<file path="src/rtl/kf6845_pkg.sv">
// Shared types and widths for the KF6845 CRTC vertical address generator.
package kf6845_pkg;

   localparam int MA_WIDTH = 14;
   localparam int RA_WIDTH = 5;

   typedef enum logic {
      ROWS   = 1'b0,
      ADJUST = 1'b1
   } address_state_t;

endpackage

</file>
<file path="src/rtl/kf6845_row_counter.sv">
// Scan-line (RA) and vertical-adjust line counter with end-of-row and end-of-adjust flags.
module kf6845_row_counter
   import kf6845_pkg::*;
(
   input  logic                clock,
   input  logic                reset,
   input  logic                line_end,
   input  logic                in_adjust,
   input  logic                reload,
   input  logic [RA_WIDTH-1:0] reload_value,
   input  logic                step_two,
   input  logic                odd_field,
   input  logic [4:0]          max_scan_line,
   input  logic [4:0]          vertical_total_adjust,
   output logic [RA_WIDTH-1:0] ra,
   output logic                row_end,
   output logic                adjust_end
);

   logic [RA_WIDTH-1:0] adj;
   logic [RA_WIDTH:0]   ra_plus_one;
   logic [RA_WIDTH:0]   end_threshold;

   // Interlaced end test ra >= r9-1+odd is rewritten as ra+1 >= r9+odd to avoid underflow at r9=0.
   always_comb begin
      ra_plus_one   = {1'b0, ra} + (RA_WIDTH + 1)'(1);
      end_threshold = {1'b0, max_scan_line} + {{RA_WIDTH{1'b0}}, odd_field};
      row_end       = step_two ? (ra_plus_one >= end_threshold) : (ra == max_scan_line);
      adjust_end    = (adj == vertical_total_adjust - 5'd1);
   end

   always_ff @(posedge clock or negedge reset) begin
      if (!reset) begin
         ra  <= '0;
         adj <= '0;
      end else if (line_end) begin
         if (reload) begin
            ra  <= reload_value;
            adj <= '0;
         end else begin
            ra <= ra + (step_two ? RA_WIDTH'(2) : RA_WIDTH'(1));
            if (in_adjust) adj <= adj + RA_WIDTH'(1);
         end
      end
   end

endmodule

</file>
<file path="src/rtl/kf6845_address_generator.sv">
// KF6845 vertical/linear address generator: MA, RA, V_total and V_display.
// Optional interlace (R8, ODD_FIELD) is enabled by defining KF6845_INTERLACE_VIDEO_EN.
module kf6845_address_generator
   import kf6845_pkg::*;
#(
   parameter int                  ROW_WIDTH           = 7,
   parameter logic [MA_WIDTH-1:0] START_ADDRESS_RESET = 14'h0000
)(
   input  logic                clock,
   input  logic                reset,
   input  logic                video_clock_enable,
   input  logic [7:0]          internal_data_bus_in,
   input  logic                write_horizontal_displayed_register,
   input  logic                write_vertical_total_register,
   input  logic                write_vertical_total_adjust_register,
   input  logic                write_vertical_displayed_register,
   input  logic                write_maximum_scan_line_register,
   input  logic                write_start_address_h_register,
   input  logic                write_start_address_l_register,
   input  logic                H_end,
`ifdef KF6845_INTERLACE_VIDEO_EN
   input  logic                write_interlace_mode_register,
   output logic                ODD_FIELD,
`endif
   output logic [MA_WIDTH-1:0] MA,
   output logic [RA_WIDTH-1:0] RA,
   output logic                V_total,
   output logic                V_display
);

   logic [7:0]           r1;
   logic [ROW_WIDTH-1:0] r4, r6;
   logic [4:0]           r5, r9;
   logic [MA_WIDTH-1:0]  start_address;

   address_state_t       state, next_state;
   logic [ROW_WIDTH-1:0] row, next_row;
   logic [MA_WIDTH-1:0]  row_start, next_row_start;
   logic                 line_end, row_end, adjust_end;
   logic                 frame_end, advance_row_start, row_inc;
   logic                 step_two, odd_field;
   logic [RA_WIDTH-1:0]  reload_value;

   assign line_end       = video_clock_enable & H_end;
   assign next_row_start = row_start + MA_WIDTH'(r1);

   // Register writes land immediately, independent of the character clock qualifier.
   always_ff @(posedge clock or negedge reset) begin
      if (!reset) begin
         r1            <= '0;
         r4            <= '0;
         r5            <= '0;
         r6            <= '0;
         r9            <= '0;
         start_address <= START_ADDRESS_RESET;
      end else begin
         if (write_horizontal_displayed_register)  r1 <= internal_data_bus_in;
         if (write_vertical_total_register)        r4 <= ROW_WIDTH'(internal_data_bus_in[6:0]);
         if (write_vertical_total_adjust_register) r5 <= internal_data_bus_in[4:0];
         if (write_vertical_displayed_register)    r6 <= ROW_WIDTH'(internal_data_bus_in[6:0]);
         if (write_maximum_scan_line_register)     r9 <= internal_data_bus_in[4:0];
         if (write_start_address_h_register)       start_address[13:8] <= internal_data_bus_in[5:0];
         if (write_start_address_l_register)       start_address[7:0]  <= internal_data_bus_in;
      end
   end

`ifdef KF6845_INTERLACE_VIDEO_EN
   logic [1:0] r8;

   assign step_two     = (r8 == 2'b11);
   assign ODD_FIELD    = odd_field;
   assign reload_value = (frame_end && step_two) ? {4'b0, ~odd_field} : {4'b0, odd_field};

   always_ff @(posedge clock or negedge reset) begin
      if (!reset) begin
         r8        <= '0;
         odd_field <= 1'b0;
      end else begin
         if (write_interlace_mode_register) r8 <= internal_data_bus_in[1:0];
         if (!step_two)      odd_field <= 1'b0;
         else if (frame_end) odd_field <= ~odd_field;
      end
   end
`else
   assign step_two     = 1'b0;
   assign odd_field    = 1'b0;
   assign reload_value = '0;
`endif

   always_ff @(posedge clock or negedge reset) begin
      if (!reset) state <= ROWS;
      else        state <= next_state;
   end

   // Line-end decisions: next scan line, next character row, vertical adjust, or frame end.
   always_comb begin
      next_state        = state;
      frame_end         = 1'b0;
      advance_row_start = 1'b0;
      row_inc           = 1'b0;
      if (line_end) begin
         case (state)
            ROWS: begin
               if (row_end) begin
                  if (row != r4) begin
                     row_inc           = 1'b1;
                     advance_row_start = 1'b1;
                  end else if (r5 != 5'd0) begin
                     next_state        = ADJUST;
                     advance_row_start = 1'b1;
                  end else begin
                     frame_end = 1'b1;
                  end
               end
            end
            ADJUST: begin
               if (adjust_end) frame_end = 1'b1;
            end
            default: frame_end = 1'b0;
         endcase
         if (frame_end) next_state = ROWS;
      end
      next_row = frame_end ? '0 : (row_inc ? row + ROW_WIDTH'(1) : row);
   end

   always_ff @(posedge clock or negedge reset) begin
      if (!reset) begin
         row       <= '0;
         row_start <= START_ADDRESS_RESET;
         MA        <= START_ADDRESS_RESET;
         V_total   <= 1'b0;
         V_display <= 1'b0;
      end else begin
         V_total <= frame_end;
         if (video_clock_enable) begin
            if (!H_end) begin
               MA <= MA + MA_WIDTH'(1);
            end else if (frame_end) begin
               MA        <= start_address;
               row_start <= start_address;
            end else if (advance_row_start) begin
               MA        <= next_row_start;
               row_start <= next_row_start;
            end else begin
               MA <= row_start;
            end
         end
         if (line_end) begin
            row       <= next_row;
            V_display <= (next_state == ROWS) && (next_row < r6);
         end
      end
   end

   kf6845_row_counter u_row_counter (
      .clock                 (clock),
      .reset                 (reset),
      .line_end              (line_end),
      .in_adjust             (state == ADJUST),
      .reload                (advance_row_start | frame_end),
      .reload_value          (reload_value),
      .step_two              (step_two),
      .odd_field             (odd_field),
      .max_scan_line         (r9),
      .vertical_total_adjust (r5),
      .ra                    (RA),
      .row_end               (row_end),
      .adjust_end            (adjust_end)
   );

endmodule

</file>
<file path="config.mk">
export PLATFORM = sky130hd
export DESIGN_NAME = kf6845_address_generator
export DESIGN_NICKNAME = d
export VERILOG_FILES = /design/src/rtl/kf6845_pkg.sv /design/src/rtl/kf6845_row_counter.sv /design/src/rtl/kf6845_address_generator.sv
export SDC_FILE = /design/constraint.sdc
export NUM_CORES = 1
export LEC_CHECK = 0
export BUFFER_PORTS_ARGS = -buffer_cell sky130_fd_sc_hd__buf_2
export CAP_MARGIN = 5
export CORE_MARGIN = 10
export CORE_UTILIZATION = 47
export CTS_CLUSTER_DIAMETER = 50
export DETAILED_ROUTE_END_ITERATION = 7
export SLEW_MARGIN = 10
export SYNTH_ARGS = -nofsm -noshare
export SYNTH_HDL_FRONTEND = slang
export SYNTH_SLANG_ARGS = --single-unit
</file>
<file path="constraint.sdc">
create_clock -name clock -period 3.7 [get_ports clock]
set_input_delay 0.37 -clock clock [delete_from_list [all_inputs] [get_ports clock]]
set_output_delay 0.37 -clock clock [all_outputs]
set_load 0.03 [all_outputs]
</file>
==> impl_metrics.env, run 1 <==
export IMPL_relSlewSlack_pct=59.0
export IMPL_grt_max_degree=46
export IMPL_clkTransAtPathRegs_ns=0.10
export IMPL_syn_nets=532
export IMPL_max_freq_mhz=293
export IMPL_cts_tree="yes"
export IMPL_synth_warnings=0
export IMPL_n_antenna_cell=0
export IMPL_dpl_cell_area_sq_um=5440
export IMPL_grt_pass1_vias=3827
export IMPL_setup_tns_ns=0
export IMPL_async_flop_share_pct=100
export IMPL_rsz0062_at_grt="no"
export IMPL_critPathLaunchType="flop"
export IMPL_syn_inst=493
export IMPL_ys_flop_type="dfrtp_1"
export IMPL_rr_startpoint="row[5]"
export IMPL_vias=3778
export IMPL_power_density_nw_per_um2=574
export IMPL_cp_end_kind="flop"
export IMPL_final_setup_worst_slack_ns=0.285
export IMPL_synth_edf_count=0
export IMPL_die_w_um=124
export IMPL_power_leakage_nw=2.58
export IMPL_cts_buffers=9
export IMPL_worstPathRequired_ns=3.98
export IMPL_fin_area_sq_um=5690
export IMPL_seqCellArea_sq_um=2350
export IMPL_cts_sinks=94
export IMPL_gr_total_overflow=0
export IMPL_syn_area_sq_um=5110
export IMPL_finalWirelength_mm=12.0
export IMPL_io_buffers=39
export IMPL_setup_violations=0
export IMPL_ys_seq_elements=94
export IMPL_power_total_mw=3.26
export IMPL_slew_viol_final=0
export IMPL_initial_core_util_pct=47.6
export IMPL_syn_avg_cell_area_sq_um=10.4
export IMPL_holdCritPathClass="input port to async pin"
export IMPL_grt_pass1_wl_mm=19.8
export IMPL_dieArea_sq_um=15400
export IMPL_r2r_setup_slack_ns=0.29
export IMPL_violations="hold timing"
export IMPL_die_y_um=124
export IMPL_nFillCells=991
export IMPL_io_pins=40
export IMPL_synth_seq_area_share_pct=46.0
export IMPL_holdWs_ns=-0.000795
export IMPL_num_rows=38
export IMPL_clockRootBuffer="clkbuf_8"
export IMPL_peakVddDrop_v=0.000401
export IMPL_drt_iter0_markers=248
export IMPL_postCtsSetupRepairBufs=0
export IMPL_synth_cell_types=59
export IMPL_clk_latency_ns=0.37
export IMPL_design_core_area_sq_um=10700
export IMPL_timing_rr_end="V_display"
export IMPL_syn2layout_area_growth_pct=11.3
export IMPL_multi_input_area_sq_um=2570
export IMPL_clockBufferDepth=2
export IMPL_cts_resized=0
export IMPL_critPathKind="flop to flop"
export IMPL_fin_util_pct=52.9
export IMPL_hold_violations=1
export IMPL_antenna_found_initial=0
export IMPL_final_period_utilization_pct=92.3
export IMPL_h_tree_depth=3
export IMPL_cp_max_fo=8
export IMPL_routabilityCongestion=0.843
export IMPL_dpl_hpwl_mm=8.48
export IMPL_nets=572
export IMPL_min_period_ns=3.41
export IMPL_cp_arrival_ns=3.69
export IMPL_drc_errors=0
export IMPL_worst_pin_slew_ns=0.615
export IMPL_skew_ns=0.0143
export IMPL_reg2reg_depth=13
export IMPL_maxCapViolations=0
export IMPL_drtPass1Iterations=4
export IMPL_status="finished, violations left"
export IMPL_dp_worst_setup_slack_ns=0.358
export IMPL_drive_gt1_share_pct=21.9
export IMPL_postCtsHoldBufs=0
export IMPL_wl_per_cell_um=17.7
export IMPL_globalRouteTotalUtil_pct=15.5
export IMPL_ant_nets=0
export IMPL_viasPerCell=5.57
==> cell usage after synthesis (4+ instances only) <==
| cell type | count | area (sq um) |
|---|---|---|
| clkbuf_1 | 10 | 37.5 |
| inv_1 | 19 | 71.3 |
| nand4_1 | 5 | 31.3 |
| dfrtp_1 | 94 | 2350 |
| mux2_2 | 38 | 428 |
| nor2_1 | 50 | 188 |
| nand3_1 | 20 | 100 |
| ha_1 | 19 | 238 |
| xnor2_1 | 25 | 219 |
| buf_6 | 4 | 45.0 |
| mux2i_1 | 7 | 70.1 |
| xor2_1 | 21 | 184 |
| a31oi_1 | 7 | 43.8 |
| a21oi_1 | 21 | 105 |
| o21ai_0 | 29 | 145 |
| buf_2 | 5 | 25.0 |
| and3_1 | 4 | 25.0 |
| nand2_1 | 37 | 139 |
| a21o_1 | 8 | 60.1 |
| nor3_1 | 9 | 45.0 |
==> area by class of cell <==
cell class	count	area share, %
multi-input cells	359	45.2
flip-flops and latches	94	41.4
repair buffers	49	4.80
well taps	140	3.08
clock buffers	12	2.90
clock inverters	4	1.36
inverters	20	1.32
==> power by group <==
group	internal, mW	total [mW]	switching (mW)
Combinational	0.437	1.06	0.624
Sequential	1.21	1.40	0.184
Clock	0.439	0.805	0.366
==> flip-flops by register name (all words and copies together) (netlist names) <==
register	count
r4	7
u_row_counter.ra	5
row_start	14
MA	14
r5	5
V_display	1
state	1
u_row_counter.adj	5
V_total	1
r9	5
row	7
start_address	14
r1	8
r6	7
==> cell usage in the layout (no fill, tap or decap), drive strengths merged, types with 21 or more instances in the layout <==
| master | instances |
|---|---|
| nor2 | 51 |
| nand2 | 37 |
| dfrtp | 94 |
| xnor2 | 25 |
| mux2 | 38 |
| xor2 | 21 |
| buf | 49 |
| o21ai | 32 |
| a21oi | 21 |
==> worst max path at each step <==
stage	slack [ns]	to	depth (start not counted)	startpoint
6_report	0.29	V_display	13	row[5]
5_1_grt	0.06	V_display	13	row[5]
4_1_cts	0.32	V_display	13	row[5]
3_5_place_dp	0.36	V_display	13	row[5]
3_3_place_gp	0.49	V_display	13	row[5]
2_1_floorplan	0.43	V_display	16	r5[0]
==> logic make-up after synthesis <==
family | count (synthesis) | share of synthesized area, %
and+or+nand+nor | 148 | 14.3
AOI/OAI and AO/OA | 100 | 13.3
xor gates and xnor gates | 46 | 7.88
buffers and inverters | 40 | 3.72
adders and majority gates | 20 | 5.04
muxes | 45 | 9.75
DFF | 94 | 46.0
==> worst max-delay path, stage by stage, from the launching register on <==
cell and delay, ns:
dfrtp_1 0.42, xor2_1 0.16, nor4_2 0.50, and2_1 0.31, nand3b_1 0.33, nor3_1 0.12, xnor2_1 0.24, nor2_1 0.07
ha_1 0.29, a21o_1 0.16, a211oi_1 0.21, o21ai_0 0.17, o31a_1 0.28, o41ai_2 0.05
==> per-stage QoR <==
stage	cells	hold WS, ns
2_1_floorplan	493	0.0744
3_3_place_gp	662	0.420
3_5_place_dp	662	0.429
4_1_cts	678	0.0147
5_1_grt	678	0.0426
6_report	678	-0.000795
==> layer usage <==
metal	vias to the layer above	global-route usage, %	routed length [um]	share of wire (%)
met4	0	6.31	163	1.4
met2	70	23.9	5450	46
met5	-	0	0	0
li1	1810	-	-	-
met1	1884	20.9	5820	49
met3	14	2.85	534	4.5
(Power assumes the default switching activity.)
==> run 2, diff against run 1 <==
==> constraint.sdc (replaced) <==
create_clock -name clock -period 3.3 [get_ports clock]
set_input_delay 0.33 -clock clock [delete_from_list [all_inputs] [get_ports clock]]
set_output_delay 0.33 -clock clock [all_outputs]
set_load 0.03 [all_outputs]
==> run 2 against run 1 <==
Register-to-register slack got worse by 0.13 ns. Critical path type unchanged. Via count rose by 0.29%. Largest power group unchanged. Clock skew fell by 0.0065 ns. The flow now finishes without violations. Highest routed layer unchanged. Cell count rose by 1.0%. Cell area fell by 0.24%.
==> impl_metrics.env, run 2 (synthesized netlist as in run 1, its figures left out) <==
export IMPL_final_setup_worst_slack_ns=0.155
export IMPL_vias=3789
export IMPL_design_core_area_sq_um=10700
export IMPL_clkTransAtPathRegs_ns=0.09
export IMPL_p_comb_share_pct=34.9
export IMPL_maxCapViolations=0
export IMPL_peakVddDrop_v=0.000323
export IMPL_drtPass1Iterations=4
export IMPL_clk_latency_ns=0.37
export IMPL_dp_worst_setup_slack_ns=0.0614
export IMPL_skew_ns=0.00784
export IMPL_critPathTopFamily="compound AO/OA/AOI/OAI gates"
export IMPL_finalWirelength_mm=12.0
export IMPL_postCtsHoldBufs=0
export IMPL_drive_gt1_share_pct=22.9
export IMPL_holdCritPathClass="input port to async pin"
export IMPL_n_antenna_cell=0
export IMPL_power_frac_seq_pct=45.1
export IMPL_cts_sinks=94
export IMPL_cp_max_fo=8
export IMPL_h_tree_depth=3
export IMPL_io_pins=40
export IMPL_hold_violations=0
export IMPL_die_w_um=124
export IMPL_drc_errors=0
export IMPL_clockBufferDepth=2
export IMPL_worst_path_max_delay_cell="dfrtp_1"
export IMPL_max_stage_delay_ns=0.38
export IMPL_antenna_found_initial=0
export IMPL_routabilityCongestion=0.818
export IMPL_worstPathRequired_ns=3.57
export IMPL_switchingPower_mw=1.33
export IMPL_largestRegisters="MA: 14 flops, row_start: 14 flops, start_address: 14 flops"
export IMPL_initial_core_util_pct=47.6
export IMPL_cts_tree="yes"
export IMPL_gr_total_overflow=0
export IMPL_multi_input_area_sq_um=2570
export IMPL_max_freq_mhz=318
export IMPL_worst_pin_slew_ns=0.758
export IMPL_drt_iter0_markers=230
export IMPL_power_density_nw_per_um2=613
export IMPL_grt_max_degree=61
export IMPL_globalRouteTotalUtil_pct=15.5
export IMPL_power_frac_clock_pct=19.9
export IMPL_fin_util_pct=52.8
export IMPL_setup_tns_ns=0
export IMPL_critPathKind="flop to flop"
export IMPL_status="completed"
export IMPL_cp_arrival_ns=3.41
export IMPL_dieArea_sq_um=15400
export IMPL_cp_end_kind="flop"
export IMPL_final_common_cell="dfrtp_1"
export IMPL_rsz0062_at_grt="no"
export IMPL_crit_buf_inv=3
export IMPL_path_cells="inv_1 -> ha_2 -> o21ba_2 -> a221o_1 -> a211oi_4 -> a31oi_4 -> nand2b_4 -> inv_4 -> buf_4 -> nor2_1 -> ha_1 -> a211oi_1 -> o21ai_1 -> o31a_1 -> o41ai_2"
export IMPL_clockRootBuffer="clkbuf_8"
export IMPL_die_y_um=124
export IMPL_syn2layout_area_growth_pct=11.0
export IMPL_num_rows=38
export IMPL_slew_viol_final=0
export IMPL_most_common_layout_cells="dfrtp_1, nor2_1, mux2_2, buf_2, nand2_1"
export IMPL_grt_pass1_wl_mm=19.9
export IMPL_power_total_mw=3.48
export IMPL_relSlewSlack_pct=49.4
export IMPL_nFillCells=1001
export IMPL_power_leakage_nw=2.58
export IMPL_wl_per_cell_um=17.5
export IMPL_min_period_ns=3.14
export IMPL_grt_pass1_vias=3755
export IMPL_setup_violations=0
export IMPL_final_period_utilization_pct=95.3
export IMPL_viasPerCell=5.53
export IMPL_io_buffers=39
export IMPL_holdWs_ns=0.0235
export IMPL_seqCellArea_sq_um=2350
export IMPL_switching_share_pct=38.2
export IMPL_cts_buffers=9
export IMPL_nets=579
export IMPL_dpl_hpwl_mm=8.72
export IMPL_critPathLaunchType="flop"
export IMPL_ant_nets=0
export IMPL_p_int_mw=2.15
## run 2: changes by cell type in the layout (fill, tap and decap cells not counted), moves of 2 or more
cell,previous run,this run
buf_4,11,18
clkinv_2,0,3
bufinv_16,2,0
clkbuf_1,0,2
clkbuf_8,12,10
clkinv_4,2,0
## run 2: per-layer routing
layer  GRT usage [%]  part of all wire (%)  vias to the layer above
met5               0                     0                        -
met4            5.00                   1.4                        0
met3            3.23                   4.3                       13
met2            23.6                    45                       72
met1            21.6                    49                     1878
li1                -                     -                     1826
## run 2: timing repair
item                       in CTS  in global routing
resized for setup               0                  4
setup buffers                   0                  3
setup endpoints to repair       0                  1
## run 2: worst paths after layout
kind                                         start                  end  slack, ns  cells after the start
setup / recovery                             r5[0]            V_display       0.16                     15
hold / removal                               reset  u_row_counter.ra[2]       0.02                      1
setup reg to reg                             r5[0]            V_display       0.16                     15
hold reg to reg                  start_address[11]    start_address[11]       0.52                      1
max in group asynchronous                    reset                r1[1]       2.52                      2
min in group clock         internal_data_bus_in[7]                r1[7]       0.22                      2
## run 2: area by class of cell
class | count | share of cell area (%)
multi-input cells | 359 | 45.4
clock buffers | 12 | 2.56
clock inverters | 4 | 0.397
flip-flops and latches | 94 | 41.5
inverters | 20 | 1.37
repair buffers | 56 | 5.74
well taps | 140 | 3.09
## run 2: metrics by stage
step                      instance area [sq um]  instances
final                                      5670        685
after detailed placement                   5470        666
after global routing                       5670        685
after global placement                     5470        666
after CTS                                  5640        682
after floorplan                            5110        493
## run 2: power by group through the flow
stage	Combinational, mW	Sequential, mW	Clock [mW]
after floorplan	0.741	1.70	0
after global placement	1.18	1.58	0
after detailed placement	1.21	1.59	0
after CTS	1.22	1.57	0.714
after global routing	1.35	1.60	0.763
final	1.21	1.57	0.692
==> run 3, diff against run 2 <==
--- a/config.mk
+++ b/config.mk
@@ -7,7 +7,7 @@
 export LEC_CHECK = 0
 export BUFFER_PORTS_ARGS = -buffer_cell sky130_fd_sc_hd__buf_2
 export CAP_MARGIN = 5
-export CORE_MARGIN = 10
+export CORE_MARGIN = 2
 export CORE_UTILIZATION = 47
 export CTS_CLUSTER_DIAMETER = 50
 export DETAILED_ROUTE_END_ITERATION = 7
==> run 3 against run 2 <==
Register-to-register slack hardly changed. Sequential power barely moved. Cell area is 0.79% higher. First-iteration DRC count is 10% lower. Core utilization increased by 0.42 points. Routed wire length is 1.2% lower. Clock skew up 0.0043 ns. Non-clock buffer count did not move. Largest cell class unchanged.
==> impl_metrics.env, run 3 (synthesized netlist as in run 1, its figures left out) <==
export IMPL_slew_viol_final=0
export IMPL_final_common_cell="dfrtp_1"
export IMPL_cts_buffers=9
export IMPL_drive_gt1_share_pct=23.2
export IMPL_grt_max_degree=66
export IMPL_grt_pass1_vias=3816
export IMPL_relSlewSlack_pct=43.6
export IMPL_worstPathRequired_ns=3.57
export IMPL_initial_core_util_pct=47.6
export IMPL_cp_max_fo=8
export IMPL_io_buffers=39
export IMPL_fin_util_pct=53.2
export IMPL_fin_area_sq_um=5720
export IMPL_worst_path_max_delay_cell="dfrtp_1"
export IMPL_rsz0062_at_grt="no"
export IMPL_io_pins=40
export IMPL_h_tree_depth=3
export IMPL_viasPerCell=5.48
export IMPL_r2r_setup_slack_ns=0.17
export IMPL_clk_latency_ns=0.37
export IMPL_grt_pass1_wl_mm=19.7
export IMPL_holdCritPathClass="input port to async pin"
export IMPL_drt_iter0_markers=207
export IMPL_setup_violations=0
export IMPL_finalWirelength_mm=11.9
export IMPL_die_y_um=108
export IMPL_setup_tns_ns=0
export IMPL_skew_ns=0.0122
export IMPL_max_stage_delay_ns=0.39
export IMPL_num_rows=38
export IMPL_critPathTopFamily="compound AO/OA/AOI/OAI gates"
export IMPL_holdWs_ns=0.0501
export IMPL_worst_pin_slew_ns=0.846
export IMPL_wl_per_cell_um=17.4
export IMPL_cp_arrival_ns=3.40
export IMPL_status="completed"
export IMPL_most_common_layout_cells="dfrtp_1, nor2_1, mux2_2, buf_2, nand2_1"
export IMPL_largestRegisters="MA: 14 flops, row_start: 14 flops, start_address: 14 flops"
export IMPL_max_freq_mhz=319
export IMPL_syn2layout_area_growth_pct=11.9
export IMPL_design_core_area_sq_um=10700
export IMPL_path_cells="inv_1 -> ha_2 -> o21ba_2 -> a221o_1 -> a211oi_4 -> a31oi_4 -> nand2b_4 -> inv_4 -> nor2_1 -> ha_1 -> a21o_1 -> a211oi_2 -> o21ai_1 -> o31a_1 -> o41ai_2"
export IMPL_hold_violations=0
export IMPL_dpl_hpwl_mm=8.33
export IMPL_power_leakage_nw=2.59
export IMPL_gr_total_overflow=0
export IMPL_min_period_ns=3.13
export IMPL_postCtsHoldBufs=0
export IMPL_maxCapViolations=0
export IMPL_power_density_nw_per_um2=632
export IMPL_routabilityCongestion=0.840
export IMPL_power_total_mw=3.61
export IMPL_critPathLaunchType="flop"
export IMPL_n_antenna_cell=0
export IMPL_ant_nets=0
export IMPL_final_period_utilization_pct=94.9
export IMPL_clockBufferDepth=2
export IMPL_dieArea_sq_um=11700
export IMPL_clkTransAtPathRegs_ns=0.09
export IMPL_antenna_found_initial=0
export IMPL_globalRouteTotalUtil_pct=22.1
export IMPL_drtPass1Iterations=4
export IMPL_clockRootBuffer="clkbuf_8"
export IMPL_cts_sinks=94
export IMPL_dpl_cell_area_sq_um=5470
export IMPL_peakVddDrop_v=0.000416
export IMPL_critPathKind="flop to flop"
export IMPL_drc_errors=0
export IMPL_cp_end_kind="flop"
export IMPL_vias=3750
export IMPL_die_w_um=108
export IMPL_cts_tree="yes"
export IMPL_crit_buf_inv=2
export IMPL_nets=579
## run 3: cell count changes in the layout (fill, tap and decap cells not counted)
cell	delta
bufinv_16	+2
clkinv_2	-2
a211oi_1	-1
clkbuf_1	-2
a21oi_2	-1
clkinvlp_4	+2
clkbuf_8	-1
a21oi_1	+1
a211oi_2	+1
## run 3: routing by layer
metal	vias up	part of all wire (%)	GRT usage, %
met3	7	4.1	5.12
met1	1860	48	30.8
met4	0	0.80	5.31
li1	1821	-	-
met5	-	0	0
met2	62	47	35.2
## run 3: per-stage QoR
stage | cells | setup WS [ns]
2_1_floorplan | 493 | 0.0318
3_3_place_gp | 666 | 0.157
3_5_place_dp | 666 | 0.0267
4_1_cts | 681 | 0.0342
5_1_grt | 684 | 0.00406
6_report | 684 | 0.168
## run 3: area by class of cell
class / instances / area [sq um]
fill: 998 / 5030
timing repair buffer: 56 / 325
clock buffer: 9 / 124
multi-input combinational: 359 / 2570
inverter: 20 / 77.6
sequential: 94 / 2350
tap: 140 / 175
clock inverter: 6 / 87.6
## run 3: timing repair
action                                  CTS  global route
gates resized for setup                   1             3
endpoints found under the setup margin    1             1
buffers inserted                          0             3
pin swaps                                 0             3
## run 3: power breakdown
part           total, mW  internal (mW)  switching (mW)
combinational       1.20          0.498           0.705
sequential          1.57           1.36           0.209
clock              0.840          0.421           0.419
## run 3: path summary, 6_finish.rpt
path                                    startpoint             endpoint  cells past startpoint
max                                          r5[0]            V_display                     15
min                                          reset  u_row_counter.ra[2]                      1
max reg2reg                                  r5[0]            V_display                     15
min reg2reg                                  r1[4]                r1[4]                      1
max in group asynchronous                    reset            V_display                      2
min in group clock         internal_data_bus_in[7]     start_address[7]                      2
